===== src/rtl/aibcr3_data_buf_pipe.sv =====
// Multi-lane data buffer with run-time selectable latency (0 = combinational pass-through,
// 1..MAX_DEPTH = valid-qualified register pipeline), lane masking, flush and settle tracking.
module aibcr3_data_buf_pipe #(
    parameter  int WIDTH     = 2,
    parameter  int LANES     = 4,
    parameter  int MAX_DEPTH = 4,
    localparam int LW        = $clog2(MAX_DEPTH + 1),
    localparam int DW        = LANES * WIDTH
) (
    input  logic          clk,
    input  logic          rstb,
    input  logic [LW-1:0] cfg_lat_sel,
    input  logic [LANES-1:0] cfg_lane_en,
    input  logic          flush,
    input  logic          sig_in_vld,
    input  logic [DW-1:0] sig_in,
    output logic          sig_out_vld,
    output logic [DW-1:0] sig_out,
    output logic          lat_chg_busy
);

    logic [DW-1:0]        stg_data_q [1:MAX_DEPTH];
    logic [DW-1:0]        stg_data_d [1:MAX_DEPTH];
    logic [MAX_DEPTH:1]   stg_vld_q;
    logic [MAX_DEPTH:1]   stg_vld_d;
    logic [LW-1:0]        lat_q;
    logic [LW-1:0]        lat_d;
    logic [LW-1:0]        settle_q;
    logic [LW-1:0]        settle_d;

    logic [LW-1:0]        lat_clamp_s;
    logic                 lat_chg_s;
    logic                 busy_s;
    logic [DW-1:0]        sel_data_s;
    logic                 sel_vld_s;

    // Next-state: clamp the request, shift the pipeline, drop valids on flush or latency change.
    always_comb begin
        lat_clamp_s = (cfg_lat_sel > LW'(MAX_DEPTH)) ? LW'(MAX_DEPTH) : cfg_lat_sel;
        lat_chg_s   = (lat_clamp_s != lat_q);
        lat_d       = lat_clamp_s;

        stg_data_d[1] = sig_in;
        for (int k = 2; k <= MAX_DEPTH; k++) begin
            stg_data_d[k] = stg_data_q[k-1];
        end

        if (flush || lat_chg_s) begin
            stg_vld_d = '0;
        end else begin
            stg_vld_d[1] = sig_in_vld;
            for (int k = 2; k <= MAX_DEPTH; k++) begin
                stg_vld_d[k] = stg_vld_q[k-1];
            end
        end

        if (lat_chg_s) begin
            settle_d = lat_clamp_s;
        end else if (settle_q != '0) begin
            settle_d = settle_q - LW'(1);
        end else begin
            settle_d = settle_q;
        end
    end

    // State registers with synchronous active-low reset.
    always_ff @(posedge clk) begin
        if (!rstb) begin
            for (int k = 1; k <= MAX_DEPTH; k++) begin
                stg_data_q[k] <= '0;
            end
            stg_vld_q <= '0;
            lat_q     <= '0;
            settle_q  <= '0;
        end else begin
            for (int k = 1; k <= MAX_DEPTH; k++) begin
                stg_data_q[k] <= stg_data_d[k];
            end
            stg_vld_q <= stg_vld_d;
            lat_q     <= lat_d;
            settle_q  <= settle_d;
        end
    end

    // Output select by latency, then lane mask; reset gates everything to zero.
    always_comb begin
        busy_s     = (settle_q != '0);
        sel_data_s = '0;
        sel_vld_s  = 1'b0;
        if (lat_q == '0) begin
            sel_data_s = sig_in;
            sel_vld_s  = sig_in_vld & ~flush & ~busy_s;
        end else begin
            for (int k = 1; k <= MAX_DEPTH; k++) begin
                if (lat_q == LW'(k)) begin
                    sel_data_s = stg_data_q[k];
                    sel_vld_s  = stg_vld_q[k] & ~busy_s;
                end else begin
                    sel_data_s = sel_data_s;
                end
            end
        end

        sig_out      = '0;
        sig_out_vld  = 1'b0;
        lat_chg_busy = 1'b0;
        if (rstb) begin
            for (int k = 0; k < LANES; k++) begin
                sig_out[k*WIDTH +: WIDTH] = cfg_lane_en[k] ? sel_data_s[k*WIDTH +: WIDTH]
                                                           : {WIDTH{1'b0}};
            end
            sig_out_vld  = sel_vld_s;
            lat_chg_busy = busy_s;
        end else begin
            sig_out_vld = 1'b0;
        end
    end

endmodule


===== config.mk =====
export PLATFORM = sky130hd
export DESIGN_NAME = aibcr3_data_buf_pipe
export DESIGN_NICKNAME = d
export VERILOG_FILES = /design/src/rtl/aibcr3_data_buf_pipe.sv
export SDC_FILE = /design/constraint.sdc
export NUM_CORES = 1
export LEC_CHECK = 0
export CAP_MARGIN = 0
export CORE_AREA = 2 2 65 67
export CTS_BUF_LIST = sky130_fd_sc_hd__clkbuf_16
export DETAILED_ROUTE_END_ITERATION = 8
export DIE_AREA = 0 0 67 69
export PLACE_DENSITY_LB_ADDON = 0.05
export SLEW_MARGIN = 5
export SYNTH_ARGS = -nofsm -noshare
export SYNTH_HDL_FRONTEND = slang
export SYNTH_SLANG_ARGS = --single-unit

===== constraint.sdc =====
create_clock -name clk -period 1.5 [get_ports clk]
set_clock_uncertainty 0.1 [all_clocks]
set_input_delay 0.3 -clock clk [delete_from_list [all_inputs] [get_ports clk]]
set_output_delay 0.3 -clock clk [all_outputs]
set_load 0.05 [all_outputs]

==> impl_metrics.json <==
{
  "diodes": 0,
  "finalPower_mw": 2.870,
  "grt_max_degree": 14,
  "post-dp-hpwl_um": 2613,
  "worstPathArrival_ps": 1660,
  "grt_pass1_wl_um": 6734,
  "top_usage_layer": "met2",
  "cts_tree": "done",
  "cts_buffers": 5,
  "multiInputGateArea_sq_um": 959.7,
  "nNetsFinal": 234,
  "critPathMaxFanout": 11,
  "fin_tns_setup_ps": -5856,
  "cts_hold_buf": 0,
  "leakagePower_nw": 1.058,
  "gp_congestion": 0.7815,
  "area_growth_syn_to_layout_pct": 55.54,
  "hold_violations": 0,
  "cts_buffer_depth": 2,
  "peakVddDrop_uv": 807.6,
  "hold_class": "flip-flop to flip-flop",
  "yosysSeqAreaShare_pct": 48.98,
  "fp.dieH_um": 69,
  "reg2reg_from": "lat_q[0]",
  "postSynthAreaPerCell_sq_um": 10.66,
  "yosysWarnings": 0,
  "ff2ff_setup_slack_ps": -180,
  "layout.area.seq_sq_um": 850.8,
  "wl_per_cell_um": 14.18,
  "grt.total_usage_pct": 19.23,
  "worstPathRequired_ps": 1100,
  "grt_use_met1_pct": 23.51,
  "drt_first_pass_iters": 4,
  "htree_levels": 2,
  "hold_ws_ps": 354.3,
  "cp-start-kind": "flip-flop",
  "drv_cap": 0,
  "dieArea_sq_um": 4623,
  "worstSetupPathType": "flip-flop to output pin",
  "layout-drive-gt1-share_pct": 41.12,
  "clk_latency_ps": 280,
  "r2r-end": "stg_vld_q[2]",
  "num_rows": 23,
  "powerDensity_nw_per_um2": 1075,
  "ioPinCount": 29,
  "core_area_sq_um": 3914,
  "vias": 1300,
  "finalCritPeriodShare_pct": 137.4,
  "overflow": 0,
  "period_needed_ps": 2061,
  "portBuffers": 28,
  "fin_ws_ps": -561.4,
  "use_met3_pct": 5.220,
  "start_util_pct": 43.86,
  "rsz0062_at_grt": "yes",
  "cts.reportedPaths.clkPinSlew_ps": 60,
  "drt-total-wl_um": 3743,
  "end_kind": "output pin",
  "use_met2_pct": 31.46,
  "die_x_um": 67,
  "violations": "negative setup slack",
  "status": "finished, violations left",
  "clock_sinks": 42,
  "setup.worst_path.start": "lat_q[0]",
  "drt_iter0_markers": 44,
  "syn_nets": 182,
  "pre_cts_ws_ps": -555.1,
  "cts_root_buffer": "clkbuf_16",
  "syn_area_sq_um": 1717,
  "grt_pass1_vias": 1429,
  "final_antenna_net_count": 0,
  "final_max_slew_viol_count": 0,
  "setup_violations": 17,
  "syn_inst": 161,
  "slew_headroom_pct": 83.49,
  "reg2regPathDepth": 8,
  "clock.fmax_mhz": 485.1,
  "avgViaCountPerCell": 4.924,
  "drc": 0,
  "tightest_slew_ps": 247.7,
  "fill_cells": 297,
  "crit_end": "sig_out[5]",
  "ys_types": 28,
  "antenna_found_initial": 0,
  "synth_seq_cells": 42
}
-- cells in the final DEF, fill, tap and decap left out, drive strengths merged --
cell type,netlist,layout
ha,2,2
nand2,11,11
dfxtp,42,42
o211ai,1,1
a31oi,2,2
a21boi,2,2
a21oi,2,2
a22oi,6,6
a211o,1,1
clkinvlp,0,1
clkdlybuf4s50,0,16
inv,4,5
nor2b,3,3
buf,5,36
xnor2,3,3
a32oi,1,1
nor3b,2,2
mux2i,3,3
clkbuf,4,5
a221oi,1,1
mux4,6,6
o21ai,3,3
o22ai,2,2
dlygate4sd2,0,2
bufinv,0,1
nor2,10,10
mux2,1,1
a211oi,1,1
and2,42,42
nand2b,1,1
-- power breakdown --
part	leakage, nW	total, mW	internal, mW	switching, mW
sequential	0.346	1.18	1.16	0.0247
combinational	0.630	0.495	0.271	0.224
clock	0.0812	1.19	0.778	0.417
-- metal layers --
| metal | up-vias | routed length [um] |
|---|---|---|
| met4 | 0 | 58 |
| met1 | 632 | 1564 |
| met3 | 5 | 133 |
| met2 | 19 | 1987 |
| met5 | - | 0 |
| li1 | 644 | - |
-- Yosys cell counts --
library cell	instances	area share, %
and2_1	42	15
dfxtp_1	42	49
nand2_1	11	2.4
nor2_1	10	2.2
a22oi_1	6	2.6
mux4_2	6	7.9
buf_6	4	2.6
clkbuf_1	4	0.87
inv_1	4	0.87
mux2i_1	3	1.7
nor2b_1	3	1.1
o21ai_0	3	0.87
xnor2_1	3	1.5
a21boi_0	2	0.87
a21oi_1	2	0.58
a31oi_1	2	0.73
ha_1	2	1.5
o22ai_1	2	0.73
a211o_1	1	0.51
a211oi_1	1	0.44
a221oi_1	1	0.51
a32oi_4	1	1.6
buf_2	1	0.29
mux2_2	1	0.66
nand2b_1	1	0.36
nor3b_2	1	0.73
nor3b_4	1	1.1
o211ai_1	1	0.44
-- critical path: stages, from the launching register on --
cell and delay, ps:
dfxtp_4 370, buf_6 150, nor3b_4 230, buf_6 140
buf_12 110, a22oi_2 70, nor2_2 160, buf_12 150
-- worst min path at each step --
stage                                   end  slack [ps]  depth (start not counted)               from
after floorplan                stg_vld_q[1]         320                          1         sig_in_vld
after global placement    stg_data_q[0][38]         330                          1  stg_data_q[0][30]
after detailed placement  stg_data_q[0][38]         340                          1  stg_data_q[0][30]
after CTS                 stg_data_q[0][38]         350                          1  stg_data_q[0][30]
after global routing           stg_vld_q[4]         380                          1       stg_vld_q[3]
final                     stg_data_q[0][35]         350                          1  stg_data_q[0][27]
-- area by class of cell --
cell class                 count  share of cell area, %
clock buffer                   5                  4.686
clock inverter                 3                  1.546
inverter                       4                 0.5623
multi-input combinational    106                  35.94
sequential                    42                  31.87
tap                           50                  2.343
timing repair buffer          54                  23.06
-- stage by stage --
step | utilization, % | area [sq um] | std cells
after detailed placement | 58.92 | 2306 | 250
after floorplan | - | 1768 | 161
after CTS | 67.55 | 2644 | 265
after global routing | 68.22 | 2670 | 264
final | 68.22 | 2670 | 264
after global placement | 58.92 | 2306 | 250
-- flip-flops by register name, indices dropped and copies added, names as in the netlist --
name / flops
lat_q: 3
settle_q: 3
stg_data_q: 32
stg_vld_q: 4
-- cells by family after synthesis --
| group | after synthesis | share of synthesized area, % |
|---|---|---|
| multiplexers | 10 | 10.28 |
| AND/OR/NAND/NOR | 69 | 23.18 |
| buffers and inverters | 13 | 4.664 |
| XOR/XNOR | 3 | 1.531 |
| adder cells (fa/ha/maj) | 2 | 1.457 |
| flip-flops | 42 | 48.98 |
| AO/OA/AOI/OAI | 22 | 9.912 |
-- repair_timing --
action / in CTS / in global routing
gates resized for setup: 38 / 10
endpoints found under the setup margin: 17 / 17
pin swaps: 12 / 7
buffers inserted: 7 / 1
(Power assumes the default switching activity.)
